File: src/rtl/bh1750_i2c_target_if.sv
// Raw I2C pin bundle between a bus master and the BH1750 target model.
// SDA is open-drain: the target only ever asserts sda_oe to pull the line low.
interface bh1750_i2c_target_if;
  logic scl;
  logic sda_in;
  logic sda_oe;

  modport slave  (input scl, input sda_in, output sda_oe);
  modport master (output scl, output sda_in, input sda_oe);
endinterface

File: src/rtl/bh1750_i2c_target.sv
// I2C target answering as a BH1750 light sensor: latches written command bytes and
// returns a programmable 16-bit lux value (then 8'hFF padding) on reads.
module bh1750_i2c_target #(
  parameter logic [6:0] DEV_ADDR = 7'h23
) (
  input  logic                       clk,
  input  logic                       rst,
  bh1750_i2c_target_if.slave         bus,
  input  logic [15:0]                lux_data,
  output logic [7:0]                 cmd,
  output logic                       cmd_valid,
  output logic                       busy
);

  typedef enum logic [2:0] {
    StIdle, StAddr, StAddrAck, StWrByte, StWrAck, StRdByte, StRdAck, StWaitStop
  } state_e;

  state_e      state_q, state_d;
  logic        scl_m, scl_s, scl_d, sda_m, sda_s, sda_d;
  logic [2:0]  bit_cnt_q, bit_cnt_d;
  logic [7:0]  shift_q, shift_d;
  logic        rw_q, rw_d;
  logic        done_q, done_d;
  logic [6:0]  tx_q, tx_d;
  logic [1:0]  idx_q, idx_d;
  logic [7:0]  lux_lo_q, lux_lo_d;
  logic        sda_oe_q, sda_oe_d;
  logic [7:0]  cmd_q, cmd_d;
  logic        cmd_valid_q, cmd_valid_d;
  logic [7:0]  next_byte;
  logic        rise, fall, start, stop, addr_hit;

  assign rise     = ~scl_d & scl_s;
  assign fall     = scl_d & ~scl_s;
  assign start    = scl_d & scl_s & sda_d & ~sda_s;
  assign stop     = scl_d & scl_s & ~sda_d & sda_s;
  assign addr_hit = (shift_q[7:1] == DEV_ADDR);
  // Byte after the one just acknowledged: low lux byte once, then padding.
  assign next_byte = (idx_q == 2'd0) ? lux_lo_q : 8'hFF;

  assign bus.sda_oe = sda_oe_q;
  assign cmd        = cmd_q;
  assign cmd_valid  = cmd_valid_q;
  assign busy       = (state_q != StIdle);

  always_ff @(posedge clk or negedge rst) begin
    if (!rst) begin
      {scl_m, scl_s, scl_d, sda_m, sda_s, sda_d} <= '1;
      state_q     <= StIdle;
      bit_cnt_q   <= '0;
      shift_q     <= '0;
      rw_q        <= 1'b0;
      done_q      <= 1'b0;
      tx_q        <= '0;
      idx_q       <= '0;
      lux_lo_q    <= '0;
      sda_oe_q    <= 1'b0;
      cmd_q       <= '0;
      cmd_valid_q <= 1'b0;
    end else begin
      {scl_m, scl_s, scl_d} <= {bus.scl, scl_m, scl_s};
      {sda_m, sda_s, sda_d} <= {bus.sda_in, sda_m, sda_s};
      state_q     <= state_d;
      bit_cnt_q   <= bit_cnt_d;
      shift_q     <= shift_d;
      rw_q        <= rw_d;
      done_q      <= done_d;
      tx_q        <= tx_d;
      idx_q       <= idx_d;
      lux_lo_q    <= lux_lo_d;
      sda_oe_q    <= sda_oe_d;
      cmd_q       <= cmd_d;
      cmd_valid_q <= cmd_valid_d;
    end
  end

  always_comb begin
    state_d = state_q;
    if (start) begin
      state_d = StAddr;
    end else if (stop) begin
      state_d = StIdle;
    end else begin
      unique case (state_q)
        StIdle:     state_d = StIdle;
        StAddr:     if (fall && done_q) state_d = addr_hit ? StAddrAck : StWaitStop;
        StAddrAck:  if (fall) state_d = rw_q ? StRdByte : StWrByte;
        StWrByte:   if (fall && done_q) state_d = StWrAck;
        StWrAck:    if (fall) state_d = StWrByte;
        StRdByte:   if (fall && done_q) state_d = StRdAck;
        StRdAck: begin
          if (rise && sda_s)        state_d = StWaitStop;
          else if (fall && done_q)  state_d = StRdByte;
        end
        StWaitStop: state_d = StWaitStop;
        default:    state_d = StIdle;
      endcase
    end
  end

  always_comb begin
    bit_cnt_d   = bit_cnt_q;
    shift_d     = shift_q;
    rw_d        = rw_q;
    done_d      = done_q;
    tx_d        = tx_q;
    idx_d       = idx_q;
    lux_lo_d    = lux_lo_q;
    sda_oe_d    = sda_oe_q;
    cmd_d       = cmd_q;
    cmd_valid_d = 1'b0;
    if (start || stop) begin
      sda_oe_d  = 1'b0;
      bit_cnt_d = '0;
      done_d    = 1'b0;
      if (start) idx_d = '0;
    end else begin
      unique case (state_q)
        StAddr, StWrByte: begin
          if (rise) begin
            shift_d   = {shift_q[6:0], sda_s};
            bit_cnt_d = bit_cnt_q + 3'd1;
            if (bit_cnt_q == 3'd7) done_d = 1'b1;
          end else if (fall && done_q) begin
            done_d = 1'b0;
            if (state_q == StAddr) begin
              rw_d     = shift_q[0];
              sda_oe_d = addr_hit;
            end else begin
              cmd_d       = shift_q;
              cmd_valid_d = 1'b1;
              sda_oe_d    = 1'b1;
            end
          end
        end
        StAddrAck: begin
          if (fall) begin
            sda_oe_d = 1'b0;
            if (rw_q) begin
              tx_d     = lux_data[14:8];
              lux_lo_d = lux_data[7:0];
              idx_d    = '0;
              sda_oe_d = ~lux_data[15];
            end
          end
        end
        StWrAck: if (fall) sda_oe_d = 1'b0;
        StRdByte: begin
          if (rise) begin
            bit_cnt_d = bit_cnt_q + 3'd1;
            if (bit_cnt_q == 3'd7) done_d = 1'b1;
          end else if (fall) begin
            if (done_q) begin
              done_d   = 1'b0;
              sda_oe_d = 1'b0;
            end else begin
              tx_d     = {tx_q[5:0], 1'b1};
              sda_oe_d = ~tx_q[6];
            end
          end
        end
        StRdAck: begin
          if (rise && !sda_s) begin
            done_d = 1'b1;
          end else if (fall && done_q) begin
            done_d   = 1'b0;
            idx_d    = (idx_q == 2'd2) ? 2'd2 : idx_q + 2'd1;
            tx_d     = next_byte[6:0];
            sda_oe_d = ~next_byte[7];
          end
        end
        default: sda_oe_d = 1'b0;
      endcase
    end
  end

endmodule
File: src/flat_wrapper.sv
// flat-port wrapper written by rule: the top's interface ports become plain ports
module bh1750_i2c_target_flat 
#(
  parameter logic [6:0] DEV_ADDR = 7'h23
)
  (clk, rst, lux_data, cmd, cmd_valid, busy, bus_scl, bus_sda_in, bus_sda_oe);
  bh1750_i2c_target_if bus_i ();
  input  logic clk;
  input  logic rst;
  input  logic [15:0] lux_data;
  output logic [7:0] cmd;
  output logic cmd_valid;
  output logic busy;
  input wire logic [$bits(bus_i.scl)-1:0] bus_scl;
  input wire logic [$bits(bus_i.sda_in)-1:0] bus_sda_in;
  output wire logic [$bits(bus_i.sda_oe)-1:0] bus_sda_oe;
  assign bus_i.scl = bus_scl;
  assign bus_i.sda_in = bus_sda_in;
  assign bus_sda_oe = bus_i.sda_oe;
  bh1750_i2c_target #(.DEV_ADDR(DEV_ADDR)) u_core (.clk(clk), .rst(rst), .bus(bus_i), .lux_data(lux_data), .cmd(cmd), .cmd_valid(cmd_valid), .busy(busy));
endmodule
File: config.mk
export PLATFORM = sky130hd
export DESIGN_NAME = bh1750_i2c_target_flat
export DESIGN_NICKNAME = d
export VERILOG_FILES = /design/src/rtl/bh1750_i2c_target_if.sv /design/src/rtl/bh1750_i2c_target.sv /design/src/flat_wrapper.sv
export SDC_FILE = /design/constraint.sdc
export NUM_CORES = 1
export LEC_CHECK = 0
export BUFFER_PORTS_ARGS = -buffer_cell sky130_fd_sc_hd__buf_2
export CAP_MARGIN = 30
export CORE_ASPECT_RATIO = 0.9
export CORE_MARGIN = 2
export CORE_UTILIZATION = 62
export DETAILED_ROUTE_END_ITERATION = 10
export PLACE_DENSITY = 0.85
export SETUP_SLACK_MARGIN = 0.05
export SLEW_MARGIN = 20
export SYNTH_ARGS = -nofsm -noshare
export SYNTH_HDL_FRONTEND = slang
export SYNTH_SLANG_ARGS = --single-unit
File: constraint.sdc
create_clock -name clk -period 6.11 [get_ports clk]
set_input_delay 0 -clock clk [delete_from_list [all_inputs] [get_ports clk]]
set_output_delay 0 -clock clk [all_outputs]
set_load 0.01 [all_outputs]
# Yosys cells after proc, flatten, opt, wreduce, memory -nomap -nowiden
# Cells that the tools add are included.
dict set report word_totals {
  regBits 49
  inputBits 20
  out_inout_bits 11
  wordCells 152
}
dict set report op_classes {
  addsub 2
  eq_ne 34
  n_mux 57
  bitwise 17
  reduce_logical 25
}
# op n
set op_table {}
lappend op_table {{two-way mux 7 bit} 7}
lappend op_table {{two-way mux 3 bit} 14}
lappend op_table {{inequality test 4 x 1 -> 1 bit (second input constant)} 6}
lappend op_table {{case mux 3 bit (8 select lines)} 1}
lappend op_table {{two-way mux 1 bit} 23}
lappend op_table {{case mux 7 bit (3 select lines)} 1}
lappend op_table {{inequality test 3 x 1 -> 1 bit (second input constant)} 6}
lappend op_table {{equality test 3 bit (second input constant)} 5}
lappend op_table {{two-way mux 2 bit} 7}
lappend op_table {{AND reduction 6 bit} 2}
lappend op_table {{inequality test 2 x 1 -> 1 bit (second input constant)} 5}
lappend op_table {{NOT 1 bit} 10}
lappend op_table {{AND reduction 5 bit} 2}
lappend op_table {{AND reduction 9 bit} 1}
lappend op_table {{nonzero test 3 bit} 3}
lappend op_table {{two-way mux 8 bit} 1}
lappend op_table {{AND reduction 8 bit} 1}
lappend op_table {{bitwise AND 1 bit} 7}
lappend op_table {{equality test 7 x 6 -> 1 bit (second input constant)} 1}
lappend op_table {{equality test 3 x 2 -> 1 bit (second input constant)} 2}
lappend op_table {{inequality test 2 bit (second input constant)} 3}
lappend op_table {{inequality test 3 bit (second input constant)} 2}
lappend op_table {{inequality test 5 x 1 -> 1 bit (second input constant)} 1}
lappend op_table {{case mux 1 bit (5 select lines)} 1}
lappend op_table {{19 further kinds} 23}

# Longest topological paths before layout
dict set report depth {
  word_depth 8
  depth_mapped 8
  depth_no_buf 7
}

# Worst setup path before layout
# No wires, ideal clock.
dict set report synth_path {
  path_kind {register to register}
  start {register u_core.scl_d}
  end {register u_core.cmd_q[0], in the netlist u_core.cmd[0]}
  setup_time_ns 0.125
  arrival_time_ns 1.949
  required_time_ns 5.985
  path_slack_ns 4.036
  stages_incl_launch_ff 6
  n_path_buf 1
  path_cell_list {dfstp_2 ha_1 clkbuf_1 nand3b_1 nor4_4 mux2_2}
}
dict set report synth_between {
  elab_chain_cells 6
  elab_cells_between_ends 13
}
# element line
set synth_lines {}
lappend synth_lines {{start: declaration} bh1750_i2c_target.sv:20} ;# logic scl_m, scl_s, scl_d, sda_m, sda_s, sda_d;
lappend synth_lines {{start signal: assignment} bh1750_i2c_target.sv:62} ;# {scl_m, scl_s, scl_d} <= {bus.scl, scl_m, scl_s};
lappend synth_lines {{bitwise AND 1 bit} {bh1750_i2c_target.sv:36, bh1750_i2c_target.sv:37}}
lappend synth_lines {{bitwise AND 1 bit (on tied branches) (2 in series)} {bh1750_i2c_target.sv:36, bh1750_i2c_target.sv:37}}
lappend synth_lines {{logical OR 1 bit} bh1750_i2c_target.sv:113} ;# if (start || stop) begin
lappend synth_lines {{NOT 1 bit (no source line)} -}
lappend synth_lines {{AND reduction 5 bit (no source line) (*)} -}
lappend synth_lines {{end signal: assignment} bh1750_i2c_target.sv:73} ;# cmd_q <= cmd_d;
lappend synth_lines {{end: declaration} bh1750_i2c_target.sv:29} ;# logic [7:0] cmd_q, cmd_d;
# Every way passes the cells marked *; elsewhere a longest branch is shown, timed or not.
# A chain may end at the register's enable or synchronous reset.

# Final worst setup path
dict set report layout_path {
  start {register u_core.state_q[2]}
  end {register u_core.tx_q[3]}
}
dict set report layout_between {
  elab_chain_cells 3
  elab_cells_between_ends 13
}
# element line
set layout_lines {}
lappend layout_lines {{start: declaration} bh1750_i2c_target.sv:19} ;# state_e state_q, state_d;
lappend layout_lines {{start signal: assignment} bh1750_i2c_target.sv:50} ;# state_q <= StIdle;
lappend layout_lines {{start signal: assignment} bh1750_i2c_target.sv:64} ;# state_q <= state_d;
lappend layout_lines {{equality test 3 bit / equality test 3 x 2 -> 1 bit (equally long branches)} bh1750_i2c_target.sv:119} ;# unique case (state_q)
lappend layout_lines {{inequality test 2 x 1 -> 1 bit (no source line) (tied with other cells)} -}
lappend layout_lines {{AND reduction 9 bit (no source line)} -}
lappend layout_lines {{end signal: assignment} bh1750_i2c_target.sv:69} ;# tx_q <= tx_d;
lappend layout_lines {{end: declaration} bh1750_i2c_target.sv:25} ;# logic [6:0] tx_q, tx_d;
# Several ways; a longest one is shown, not always the timed one.

==> impl_metrics.toml <==
[detailed_routing]
route.final.wire_length_um = 5265
drt_iter0_markers = 227
drt-vias-per-instance = 6.060
drtPass1Iterations = 5
drcViolationCount = 0
routedWlPerCell_um = 16.66
routed-via-count = 1915
route.antenna.remaining_nets = 0

[timing]
worst_clock_skew_ps = 6.728
post-route-period-util_pct = 40.59
achievable-frequency_mhz = 403.2
setup-tns-final_ps = 0
final_critical_path_setup_slack_ps = 3630
setup_repair_after_global_routing_missed_its_margin = "false"
slew_at_the_pin_with_the_worst_max_slew_slack_ps = 800.4
timing.final.crit_period_ps = 2480
report.final.hold_viol_count = 0
finish_stage_setup_viols = 0
pins_over_slew_limit = 0
relSlewSlack_pct = 46.64

[synth]
postSynthCellCount = 232
postSynthRegisterBits = 49
main_flop_type_after_synthesis = "sky130_fd_sc_hd__dfrtp_1"
synth-seq-area-share_pct = 49.13
yosys.cell_types.count = 43
synth.top_cells.by_area = "sky130_fd_sc_hd__dfrtp_1, sky130_fd_sc_hd__mux2_2, sky130_fd_sc_hd__dfstp_2"
synthesized_nets = 259
synth-warning-count = 0
synth_top_area_cell = "sky130_fd_sc_hd__dfrtp_1"
yosysTopAreaCellShare_pct = 42.85
post-synth-top-count-cell = "sky130_fd_sc_hd__dfrtp_1"
synth_common_cells = "sky130_fd_sc_hd__dfrtp_1, sky130_fd_sc_hd__mux2_2, sky130_fd_sc_hd__nand2_1"
netlist_area_mm2 = 0.002511
asyncSetResetFlopFracSynth_pct = 100.0
postSynthAreaPerCell_um2 = 10.82
synth_enable_flop_cells = 0

[hold_path]
hold_path_cells = 3
timing.hold.worst.start = "lux_data[14]"
worst_hold_path_type = "primary input to flip-flop"
hold_end = "u_core.tx_q[6]"

[worst_setup_path]
worstSetupStartpointType = "flip-flop"
r2r.worst_path.cells = 5
critPathKind = "flip-flop to flip-flop"
worstSetupEndpointType = "flip-flop"
timing.reg2reg.setup_slack_ps = 3630
worst-endpoint-required_ps = 6310
crit_path_cell_trace = "inv_1 > nor2_2 > a21oi_1 > nand3_1 > mux2_2"
timing.critical_path.slowest_cell_delay_ps = 870
cp_data_arrival_time_ps = 2680
regToRegStartpoint = "u_core.state_q[2]"
worstReg2RegEnd = "u_core.tx_q[3]"
timing.critical_path.slowest_stage_cell = "sky130_fd_sc_hd__dfrtp_1"
crit_fanout = 24

[finish]
fillerInstances = 255
insertedDiodeCount = 0
area.growth.synth_to_final_pct = 14.95
final_cells = 316
layout.nets = 296
post_route_cells_drive_above_1_share_pct = 27.78
final_core_util_pct = 75.76

[global_route]
first_global_vias = 1849
antenna_found_initial = 0
grt_usage_pct = 26.21
grt_first_pass_wirelength_um = 9059
grt_residual_overflow = 0
grt_start_max_net_pins = 35

[placed_design]
place.gp.congestion = 0.8633
dpl.cell_count = 297
pre_cts_ws_ps = 3661
post-dp-hpwl_um = 3553
buffer_ports.inserted = 30

[floorplanning]
initial_core_utilization_pct = 65.91
core_region_area_mm2 = 0.003810
die_area_mm2 = 0.004576
core.rowCount = 21
i_o_pin_count = 31
die_height_um = 64.38
fp.dieW_um = 71.09

[clock_network]
insertion_delay_ps = 310
clk_transition_reported_paths_ps = 90
cts-root-to-sink-buffers = 2
cts_buffers = 5
ctsResizeCount = 0
number_of_h_tree_branching_levels = 2
cts_tree = "built"
cts_num_sinks = 49
ctsRootBufferMaster = "sky130_fd_sc_hd__clkbuf_8"

[run]
maximum_capacitance_violations = 0

[pwr]
vdd_drop_max_uv = 281.5
cellLeakagePower_nw = 1.335
final_total_pwr_mw = 1.121
power_density_normalized_to_cell_area_mw_per_mm2 = 388.5

[outcome]
status = "completed"
==> critical path, delay by kind of cell, from the launching register on <==
family                 cells  cell delay (ps)
flip-flops                 1              870
AND/OR/NAND/NOR            2              650
multiplexers               1              380
buffers and inverters      1              320
AO/OA/AOI/OAI              1              140
==> placed cells by master (no fill, tap or decap), types with 4 or more instances in the layout <==
cell type / Yosys / layout
sky130_fd_sc_hd__a21oi_1: 15 / 15
sky130_fd_sc_hd__nand3_1: 4 / 4
sky130_fd_sc_hd__mux2_2: 26 / 26
sky130_fd_sc_hd__inv_1: 14 / 14
sky130_fd_sc_hd__o22ai_1: 6 / 6
sky130_fd_sc_hd__buf_2: 2 / 30
sky130_fd_sc_hd__mux2i_1: 6 / 6
sky130_fd_sc_hd__nand2b_1: 5 / 5
sky130_fd_sc_hd__o21ai_0: 13 / 13
sky130_fd_sc_hd__dfrtp_1: 43 / 43
sky130_fd_sc_hd__nor2b_1: 4 / 4
sky130_fd_sc_hd__ha_1: 7 / 7
sky130_fd_sc_hd__a221o_1: 6 / 6
sky130_fd_sc_hd__nor2_1: 14 / 14
sky130_fd_sc_hd__nand2_1: 17 / 17
sky130_fd_sc_hd__dlygate4sd3_1: 0 / 11
sky130_fd_sc_hd__dfstp_2: 6 / 6
sky130_fd_sc_hd__clkbuf_8: 0 / 6
==> report_power, final <==
part,total (mW),switching (mW),internal [mW]
clock,0.205,0.111,0.0940
combinational,0.382,0.187,0.195
sequential,0.534,0.111,0.423
==> metrics by stage <==
step | cell area [µm²] | hold slack [ps]
finish | 2887 | 50.82
detailed placement | 2676 | -57.47
floorplan | 2511 | -295.6
global placement | 2656 | 105.6
global route | 2887 | 52.68
CTS | 2887 | 51.38
==> worst max path at each step <==
stage / slack, ps / from / endpoint
finish: 3630 / u_core.state_q[2] / u_core.tx_q[3]
global route: 3460 / u_core.state_q[2] / u_core.tx_q[1]
CTS: 3650 / u_core.state_q[2] / u_core.tx_q[5]
detailed placement: 3660 / u_core.state_q[2] / u_core.tx_q[1]
global placement: 3740 / u_core.state_q[2] / u_core.tx_q[2]
floorplan: 4040 / u_core.scl_d / u_core.cmd[0]
==> sequential cells by signal (all words and copies together) (netlist names), 2 cells and up <==
name / cells
u_core.cmd: 8
u_core.lux_lo_q: 8
u_core.shift_q: 8
u_core.tx_q: 7
u_core.bit_cnt_q: 3
u_core.state_q: 3
u_core.idx_q: 2
==> layout make-up <==
type / instances / area, µm² / area share (%)
tap: 46 / 57.56 / 1.994
clock inverter: 2 / 17.52 / 0.6068
sequential: 49 / 1234 / 42.74
timing repair buffer: 42 / 280.3 / 9.710
multi-input combinational: 157 / 1162 / 40.27
inverter: 14 / 52.55 / 1.821
clock buffer: 6 / 82.58 / 2.861
==> layer usage <==
layer  track usage [%]  vias up  routed length [µm]
li1                  -      908                   -
met3             5.836       16                 393
met5                 0        -                   0
met2             37.27       81                2372
met4             10.38        0                 108
met1             38.98      910                2391
==> timing repair <==
action,in CTS,in global routing
endpoints found under the hold margin,53,0
hold buffers,11,0
setup buffers,0,0
==> cells by family (layout without fill, tap and decap cells) <==
family	count (synthesis)	count (layout)	synth area share [%]
muxes	32	32	14.05
AOI/OAI and AO/OA	56	56	14.60
DFF	49	49	49.13
xor gates and xnor gates	2	2	0.6977
and+or+nand+nor	59	59	13.05
adders and majority gates	8	8	3.886
buffers and inverters	26	64	4.584
(Power assumes the default switching activity.)
